## src/rtl/idli_pred_m.sv

```systemverilog
// rtl/idli_pred_m.sv - predicate file, cond-exec window, slice carry and Z accumulator
// Optional IDLI_PRED_PIN_EN adds a synchronised external pin driving predicate 0.
module idli_pred_m #(
  parameter int NUM_PRED = 4,
  parameter int COND_W   = 8,
  parameter int CTR_W    = 2,
  localparam int PSEL_W  = $clog2(NUM_PRED)
) (
  input  logic                i_pr_gck,
  input  logic                i_pr_rst,
  input  logic [CTR_W-1:0]    i_pr_ctr,
  input  logic                i_pr_vld,
  input  logic                i_pr_stall,
  input  logic                i_pr_cin_raw,
  input  logic                i_pr_alu_z,
  input  logic                i_pr_alu_n,
  input  logic                i_pr_alu_c,
  input  logic                i_pr_alu_v,
  input  logic [2:0]          i_pr_cmp_op,
  input  logic                i_pr_pred_wr,
  input  logic [PSEL_W-1:0]   i_pr_pred_sel,
  input  logic                i_pr_cond_wr,
  input  logic [PSEL_W-1:0]   i_pr_cond_sel,
  input  logic [COND_W-1:0]   i_pr_cond_data,
`ifdef IDLI_PRED_PIN_EN
  input  logic                i_pr_pin,
`endif
  output logic                o_pr_cin,
  output logic                o_pr_skip,
  output logic                o_pr_run,
  output logic [NUM_PRED-1:0] o_pr_pred,
  output logic [COND_W-1:0]   o_pr_cond
);

  typedef enum logic [2:0] {
    CMP_EQ  = 3'd0,
    CMP_NE  = 3'd1,
    CMP_LT  = 3'd2,
    CMP_LTU = 3'd3,
    CMP_GE  = 3'd4,
    CMP_GEU = 3'd5,
    CMP_ANY = 3'd6
  } cmp_op_t;

  logic [NUM_PRED-1:0] pred_q, pred_d;
  logic [COND_W-1:0]   cond_q;
  logic [PSEL_W-1:0]   csel_q;
  logic                carry_q;
  logic                zacc_q;

  logic adv, last, first, zw, cmp_res, win_act, end_upd;

  assign adv     = !i_pr_stall;
  assign last    = &i_pr_ctr;
  assign first   = ~|i_pr_ctr;
  assign zw      = i_pr_alu_z && (first || zacc_q);
  assign end_upd = last && adv && i_pr_vld;

  assign o_pr_cin  = first ? i_pr_cin_raw : carry_q;
  assign win_act   = |cond_q[COND_W-1:1];
  assign o_pr_skip = win_act && (cond_q[0] ? !pred_q[csel_q] : pred_q[csel_q]);
  assign o_pr_run  = i_pr_vld && !o_pr_skip;
  assign o_pr_pred = pred_q;
  assign o_pr_cond = cond_q;

  // N, V and C only mean anything on the last slice; Z spans the whole word.
  always_comb begin
    cmp_res = 1'b0;
    case (i_pr_cmp_op)
      CMP_EQ:  cmp_res = zw;
      CMP_NE:  cmp_res = !zw;
      CMP_LT:  cmp_res = i_pr_alu_n != i_pr_alu_v;
      CMP_GE:  cmp_res = i_pr_alu_n == i_pr_alu_v;
      CMP_LTU: cmp_res = !i_pr_alu_c;
      CMP_GEU: cmp_res = i_pr_alu_c;
      CMP_ANY: cmp_res = !zw;
      default: cmp_res = !zw;
    endcase
  end

`ifdef IDLI_PRED_PIN_EN
  logic pin_meta_q, pin_sync_q;

  always_ff @(posedge i_pr_gck or posedge i_pr_rst) begin
    if (i_pr_rst) begin
      pin_meta_q <= 1'b0;
      pin_sync_q <= 1'b0;
    end else begin
      pin_meta_q <= i_pr_pin;
      pin_sync_q <= pin_meta_q;
    end
  end
`endif

  // Pin sample applied first so a same-cycle instruction write to pred 0 overrides it.
  always_comb begin
    pred_d = pred_q;
`ifdef IDLI_PRED_PIN_EN
    if (end_upd) pred_d[0] = pin_sync_q;
`endif
    if (end_upd && o_pr_run && i_pr_pred_wr) pred_d[i_pr_pred_sel] = cmp_res;
  end

  always_ff @(posedge i_pr_gck or posedge i_pr_rst) begin
    if (i_pr_rst) begin
      pred_q  <= '0;
      cond_q  <= '0;
      csel_q  <= '0;
      carry_q <= 1'b0;
      zacc_q  <= 1'b1;
    end else if (adv) begin
      carry_q <= i_pr_alu_c;
      zacc_q  <= last ? 1'b1 : zw;
      pred_q  <= pred_d;
      // Skipped instructions still consume a window slot.
      if (last && i_pr_vld) begin
        if (i_pr_cond_wr && !o_pr_skip) begin
          cond_q <= i_pr_cond_data;
          csel_q <= i_pr_cond_sel;
        end else begin
          cond_q <= {1'b0, cond_q[COND_W-1:1]};
        end
      end
    end
  end

endmodule

```

## config.mk

```make
export PLATFORM = sky130hd
export DESIGN_NAME = idli_pred_m
export DESIGN_NICKNAME = d
export VERILOG_FILES = /design/src/rtl/idli_pred_m.sv
export SDC_FILE = /design/constraint.sdc
export NUM_CORES = 1
export LEC_CHECK = 0
export CELL_PAD_IN_SITES_DETAIL_PLACEMENT = 0
export CELL_PAD_IN_SITES_GLOBAL_PLACEMENT = 1
export CORE_MARGIN = 5
export CORE_UTILIZATION = 33
export DETAILED_ROUTE_END_ITERATION = 8
export PLACE_DENSITY_LB_ADDON = 0.25
export REMOVE_ABC_BUFFERS = 1
export SYNTH_ARGS = -nofsm -noshare
export SYNTH_HDL_FRONTEND = slang
export SYNTH_SLANG_ARGS = --single-unit
```

## constraint.sdc

```tcl
create_clock -name i_pr_gck -period 6.1 [get_ports i_pr_gck]
set_input_delay 1.525 -clock i_pr_gck [delete_from_list [all_inputs] [get_ports i_pr_gck]]
set_output_delay 1.525 -clock i_pr_gck [all_outputs]
set_load 0.01 [all_outputs]
```

==> results of run 1 <==
## area by class of cell
class | count | area (sq um)
clock buffer | 4 | 36.3
fill | 272 | 1320
inverter | 3 | 11.3
multi-input combinational | 59 | 505
sequential | 16 | 402
tap | 31 | 38.8
timing repair buffer | 42 | 420
## synthesized netlist by cell type (2+ instances only)
cell type and instances:
mux2_1 6, inv_1 3, mux2_2 2, a31oi_1 2, o21ai_1 2, nor4_2 3, a21oi_1 4, a22o_1 6
nand2b_1 2, nor2_1 4, dfrtp_1 15, o21ai_0 2, nand3b_1 2, a21o_1 5
## flip-flops by register name, summed over array words and instances, names as in the netlist
| signal | count |
|---|---|
| o_pr_cond | 8 |
| o_pr_pred | 4 |
| csel_q | 2 |
| carry_q | 1 |
| zacc_q | 1 |
## worst max-delay path by stage
stage                     endpoint  slack, ps        start  cells after the start
after floorplan           o_pr_cin       2560  i_pr_ctr[1]                      2
after global placement    o_pr_cin       1610  i_pr_ctr[1]                      4
after detailed placement  o_pr_cin       1590  i_pr_ctr[1]                      4
after CTS                 o_pr_cin       1580  i_pr_ctr[1]                      4
after global routing      o_pr_cin       1520  i_pr_ctr[1]                      4
final                     o_pr_cin       1590  i_pr_ctr[1]                      4
## kinds of logic after synthesis
logic type,Yosys count
DFF,16
buffers and inverters,5
xor gates and xnor gates,2
and+or+nand+nor,21
muxes,9
AOI/OAI and AO/OA,27
## critical path: cells and delay by family
kind                   cells  cell delay, ps
buffers and inverters      2             940
multiplexers               1             350
AND/OR/NAND/NOR            1             170
## power groups by stage
stage / Combinational (mW) / Clock [mW] / Sequential [mW]
after floorplan: 0.123 / 0 / 0.189
after global placement: 0.254 / 0 / 0.182
after detailed placement: 0.258 / 0 / 0.182
after CTS: 0.261 / 0.0721 / 0.180
after global routing: 0.280 / 0.0764 / 0.187
final: 0.257 / 0.0685 / 0.180
## stage by stage
step	instances	hold WS, ps	total power [mW]	setup slack, ps
after floorplan	78	467	0.312	2560
after detailed placement	151	491	0.440	1590
after global routing	155	536	0.543	1520
after CTS	155	516	0.514	1580
after global placement	151	481	0.436	1610
final	155	507	0.505	1590
## routing by layer
layer  vias to the layer above  GRT usage  share of wire
li1                        397          -              -
met1                       394      0.152           0.43
met2                        24      0.209           0.49
met3                         2     0.0622          0.071
met4                         0     0.0156         0.0047
met5                         -          0              0
==> results.toml, run 1 <==
[worst_setup_path]
path_cells = "clkdlybuf4s50_1 > nor2_1 > mux2_2 > clkdlybuf4s50_1"
crit-reg2reg-launch = "o_pr_pred[3]$_DFFE_PP0P_"
critPathLaunchType = "input port"
ff2ff_path_depth = 5
critical_path.reg2reg.endpoint = "csel_q[0]$_DFFE_PP0P_"
r2r_setup_slk_ps = 3920
critical_path_arrival_ps = 2980
worst_path_required_ps = 4580
worst_path_most_repeated_cell = "clkdlybuf4s50_1"
end_kind = "output port"
cpPeakStageDelay_ps = 480
timing_worst_setup_path_type = "input port to output port"
crit_path_top_delay_cell = "clkdlybuf4s50_1"
timing.critical_path.fanout_max = 5

[placed_design]
io_buffer_count = 42
gp_congestion = 0.750
dpl_cell_area_sq_um = 1380
detailedPlacementHpwl_microns = 1840

[die]
die-width_microns = 63.2
initial_utilization = 0.341
design.core.area_sq_um = 2730
ioPinCount = 43
die_height_microns = 63.2
fp.dieArea_sq_um = 3990
rows = 19

[routing]
route.detailed.vias_per_inst = 5.27
drcViolationCount = 0
detailroute.via_count = 817
drt_first_iter_violations = 33
detail-route-antenna-nets = 0
drt-pass1-iter-count = 4
routed_wirelength_microns = 2340
wire_per_inst_microns = 15.1

[synth]
synth.area.top_cells = "dfrtp_1, mux2_1, a22o_1"
ys_warn_count = 0
synth.top_cell.area_share = 0.402
syn_area_per_cell_sq_um = 11.7
post_synth_xor_area_fraction = 0.0268
synth_flop_cell = "dfrtp_1"
synth_cell_type_count = 36
compound_cell_area_share_of_the_yosys_netlist = 0.209
post_synth_mux_area_share = 0.121
synth_enable_flop_cells = 0
post_synth_fa_ha_maj_area_fraction = 0
synth_sequential_area_ratio = 0.430
synth-seq-cells = 16
synth_cell_area_sq_um = 933
main_combinational_cell_family_by_area_after_synthesis = "compound AO/OA/AOI/OAI gates"
synthSimpleGateAreaFrac = 0.185
synthesis.instances = 80
post-synth-top-area-cell = "dfrtp_1"
postSynth.asyncResetShare = 1.00

[cells_and_area]
finalNetCount = 153
num_antenna_cells = 0
drive_above_1_share = 0.121
flow.area_growth_from_synthesis_pct = 51.5
post-route-util = 0.517
mostFrequentLayoutCells = "clkdlybuf4s50_1, dfrtp_1, a22o_1, mux2_1, a21o_1"
final_cell_area_sq_um = 1410
layout.cells.most_common = "clkdlybuf4s50_1"

[cts]
cts-resized-gates = 0
clock-sinks = 16
tritoncts = "built"
cts-buffers-inserted = 3
clkTransAtPathRegs_ps = 90
clock_tree.htree_level_count = 1
insertion_delay_ps = 280
cts_root_buf = "clkbuf_4"
post_cts.repair.setup_buffers = 0
cts_hold_buffers = 0
max-clock-path-buffers = 2

[sta]
slew-limit-headroom = 0.514
rsz0062_at_grt = "false"
worst_margin_pin_slew_ps = 725
fin_setup_tns_ps = 0
final_cycle_utilization_of_the_critical_path = 0.739
fmax_mhz = 222
clock_skew_ps = 3.91
report.final.hold_viol_count = 0
min_period_ps = 4510
final-max-slew-violation-count = 0
report.final.setup_viol = 0

[min_path]
hp-class = "register to register"
hold-path-cell-count = 2
holdPathEnd = "zacc_q$_DFFE_PP1N_"
hold_path_startpoint = "zacc_q$_DFFE_PP1N_"

[power]
power.combinational.fraction = 0.508
leakage_nw = 0.586
share_of_total_power_in_the_clock_network = 0.136
share_seq_of_total_power = 0.356
intPower_mw = 0.327
vdd.ir_drop.worst_mv = 0.271
power_per_cell_area_nw_per_um2 = 357
switching_share = 0.352
power_switching_mw = 0.178

[grt]
globalRouteOverflowTotal = 0
grt_start_max_net_pins = 17
globalRouteTotalUtil = 0.126
first_global_vias = 882
grt_antenna_before_repair = 0
grt_first_pass_wirelength_microns = 4150

[run_status]
result_of_the_run = "complete, no violations"

[job]
maxCapViolCount = 0
(Power assumes the default switching activity.)
==> inputs of run 2 (changes only) <==
CORE_UTILIZATION = 27   (was 33)
clock period = 4.07 ns   (was 6.1 ns; I/O delays follow)
==> run 2 against run 1 <==
  * Non-clock buffer count rose by 2
  * Clock skew rose by 0.64 ps
  * Sequential power rose by 53%
  * Critical path depth did not move
  * Combinational power rose by 55%
  * Setup slack got worse by 1000 ps
  * Sequential cell count did not move
  * Critical endpoint unchanged
  * Global-route usage fell by 1.5 points
  * Clock power rose by 29%
  * Routed wire length rose by 6.2%
  * Hold slack got worse by 6.8 ps
  * Die area rose by 19%
==> results.toml, run 2 (synthesis results as in run 1) <==
[run_status]
result_of_the_run = "complete, no violations"

[sta]
hold_ws_ps = 500
min_period_ps = 3520
worst_margin_pin_slew_ps = 598
final-max-slew-violation-count = 0
report.final.hold_viol_count = 0
final_cycle_utilization_of_the_critical_path = 0.864
rsz0062_at_grt = "false"
fmax_mhz = 284
slew-limit-headroom = 0.601
report.final.setup_viol = 0
fin_setup_tns_ps = 0
clock_skew_ps = 4.55

[min_path]
hp-class = "register to register"
hold-path-cell-count = 2

[routing]
drt_first_iter_violations = 25
detailroute.via_count = 837
detail-route-antenna-nets = 0
routed_wirelength_microns = 2490
wire_per_inst_microns = 14.4
route.detailed.vias_per_inst = 4.87
drcViolationCount = 0
drt-pass1-iter-count = 4

[worst_setup_path]
timing_worst_setup_path_type = "input port to output port"
critPathLaunchType = "input port"
path_cells = "clkdlybuf4s50_1 > nor2_1 > mux2_2 > clkdlybuf4s50_1"
cpPeakStageDelay_ps = 480
r2r_setup_slk_ps = 1920
timing.critical_path.fanout_max = 5
critPathTopFamily = "buffers and inverters"
critical_path_arrival_ps = 2500
ff2ff_path_depth = 6
worst_path_most_repeated_cell = "clkdlybuf4s50_1"
crit_path_top_delay_cell = "clkdlybuf4s50_1"
worst_path_required_ps = 3050
critical_path_cell_count = 4
cp_num_buf_inv = 2
end_kind = "output port"

[cells_and_area]
flow.area_growth_from_synthesis_pct = 54.0
sequential_cell_area_sq_um = 402
drive_above_1_share = 0.127
multi_input_area_sq_um = 505
layout.cells.most_common = "clkdlybuf4s50_1"
largest_register_ff_count = 8
fill_cells = 340
finalNetCount = 155
num_antenna_cells = 0
post-route-util = 0.431
mostFrequentLayoutCells = "clkdlybuf4s50_1, dfrtp_1, a22o_1, mux2_1, a21o_1"

[die]
rows = 21
fp.dieArea_sq_um = 4730
die_height_microns = 68.8
die-width_microns = 68.8
ioPinCount = 43
design.core.area_sq_um = 3340
initial_utilization = 0.280

[cts]
cts-buffers-inserted = 3
clock-sinks = 16
cts-resized-gates = 0
cts_root_buf = "clkbuf_4"
clkTransAtPathRegs_ps = 90
max-clock-path-buffers = 2
insertion_delay_ps = 290
cts_hold_buffers = 0
post_cts.repair.setup_buffers = 0
tritoncts = "built"
clock_tree.htree_level_count = 1

[placed_design]
gp_congestion = 0.695
detailedPlacementHpwl_microns = 1940
io_buffer_count = 42

[grt]
globalRouteTotalUtil = 0.112
grt_peak_use_layer = "met2"
globalRouteOverflowTotal = 0
grt_antenna_before_repair = 0
grt_start_max_net_pins = 17
met3_usage_in_global_routing = 0.0405
grt_first_pass_wirelength_microns = 3930
grtUsageMet1 = 0.135
grt_util_met2 = 0.198
first_global_vias = 847

[job]
maxCapViolCount = 0

[power]
power_per_cell_area_nw_per_um2 = 530
leakage_nw = 0.589
vdd.ir_drop.worst_mv = 0.241
## run 2: cell types whose count changed in the layout (fill, tap and decap cells not counted)
cell	before	now
buf_4	0	2
clkbuf_1	0	1
clkbuf_8	1	0
## run 2: stage by stage
step | instance area [sq um] | std cells | power [mW] | setup WS [ps]
6_report | 1440 | 172 | 0.762 | 553
5_1_grt | 1440 | 172 | 0.817 | 490
3_3_place_gp | 1410 | 168 | 0.674 | 590
4_1_cts | 1440 | 172 | 0.775 | 555
3_5_place_dp | 1410 | 168 | 0.679 | 552
2_1_floorplan | 918 | 78 | 0.468 | 1350
## run 2: power breakdown
part / internal (mW) / switching (mW)
combinational: 0.233 / 0.166
clock: 0.0381 / 0.0504
sequential: 0.216 / 0.0586
total: 0.487 / 0.275
## run 2: area by class of cell
cell class / count / share of cell area
tap: 46 / 0.0400
timing repair buffer: 44 / 0.303
multi-input combinational: 59 / 0.352
sequential: 16 / 0.279
inverter: 3 / 0.00783
clock buffer: 4 / 0.0183
## run 2: final timing paths
kind / from / end
min in group asynchronous: i_pr_rst / o_pr_cond[6]$_DFFE_PP0P_
max in group asynchronous: i_pr_rst / o_pr_cond[1]$_DFFE_PP0P_
hold / removal: zacc_q$_DFFE_PP1N_ / zacc_q$_DFFE_PP1N_
hold reg to reg: zacc_q$_DFFE_PP1N_ / zacc_q$_DFFE_PP1N_
setup / recovery: i_pr_ctr[1] / o_pr_cin
setup reg to reg: o_pr_pred[0]$_DFFE_PP0P_ / csel_q[1]$_DFFE_PP0P_
## run 2: tightest hold or removal path, stage by stage, from the launching register on
cell and delay [ps]:
dfstp_2 380, o21ai_0 50, o21ai_0 70
## run 2: routing by layer
layer  routed length [microns]  vias to the layer above
met1                      1030                      402
met3                       173                        2
li1                          -                      406
met4                        10                        0
met5                         0                        -
met2                      1270                       27
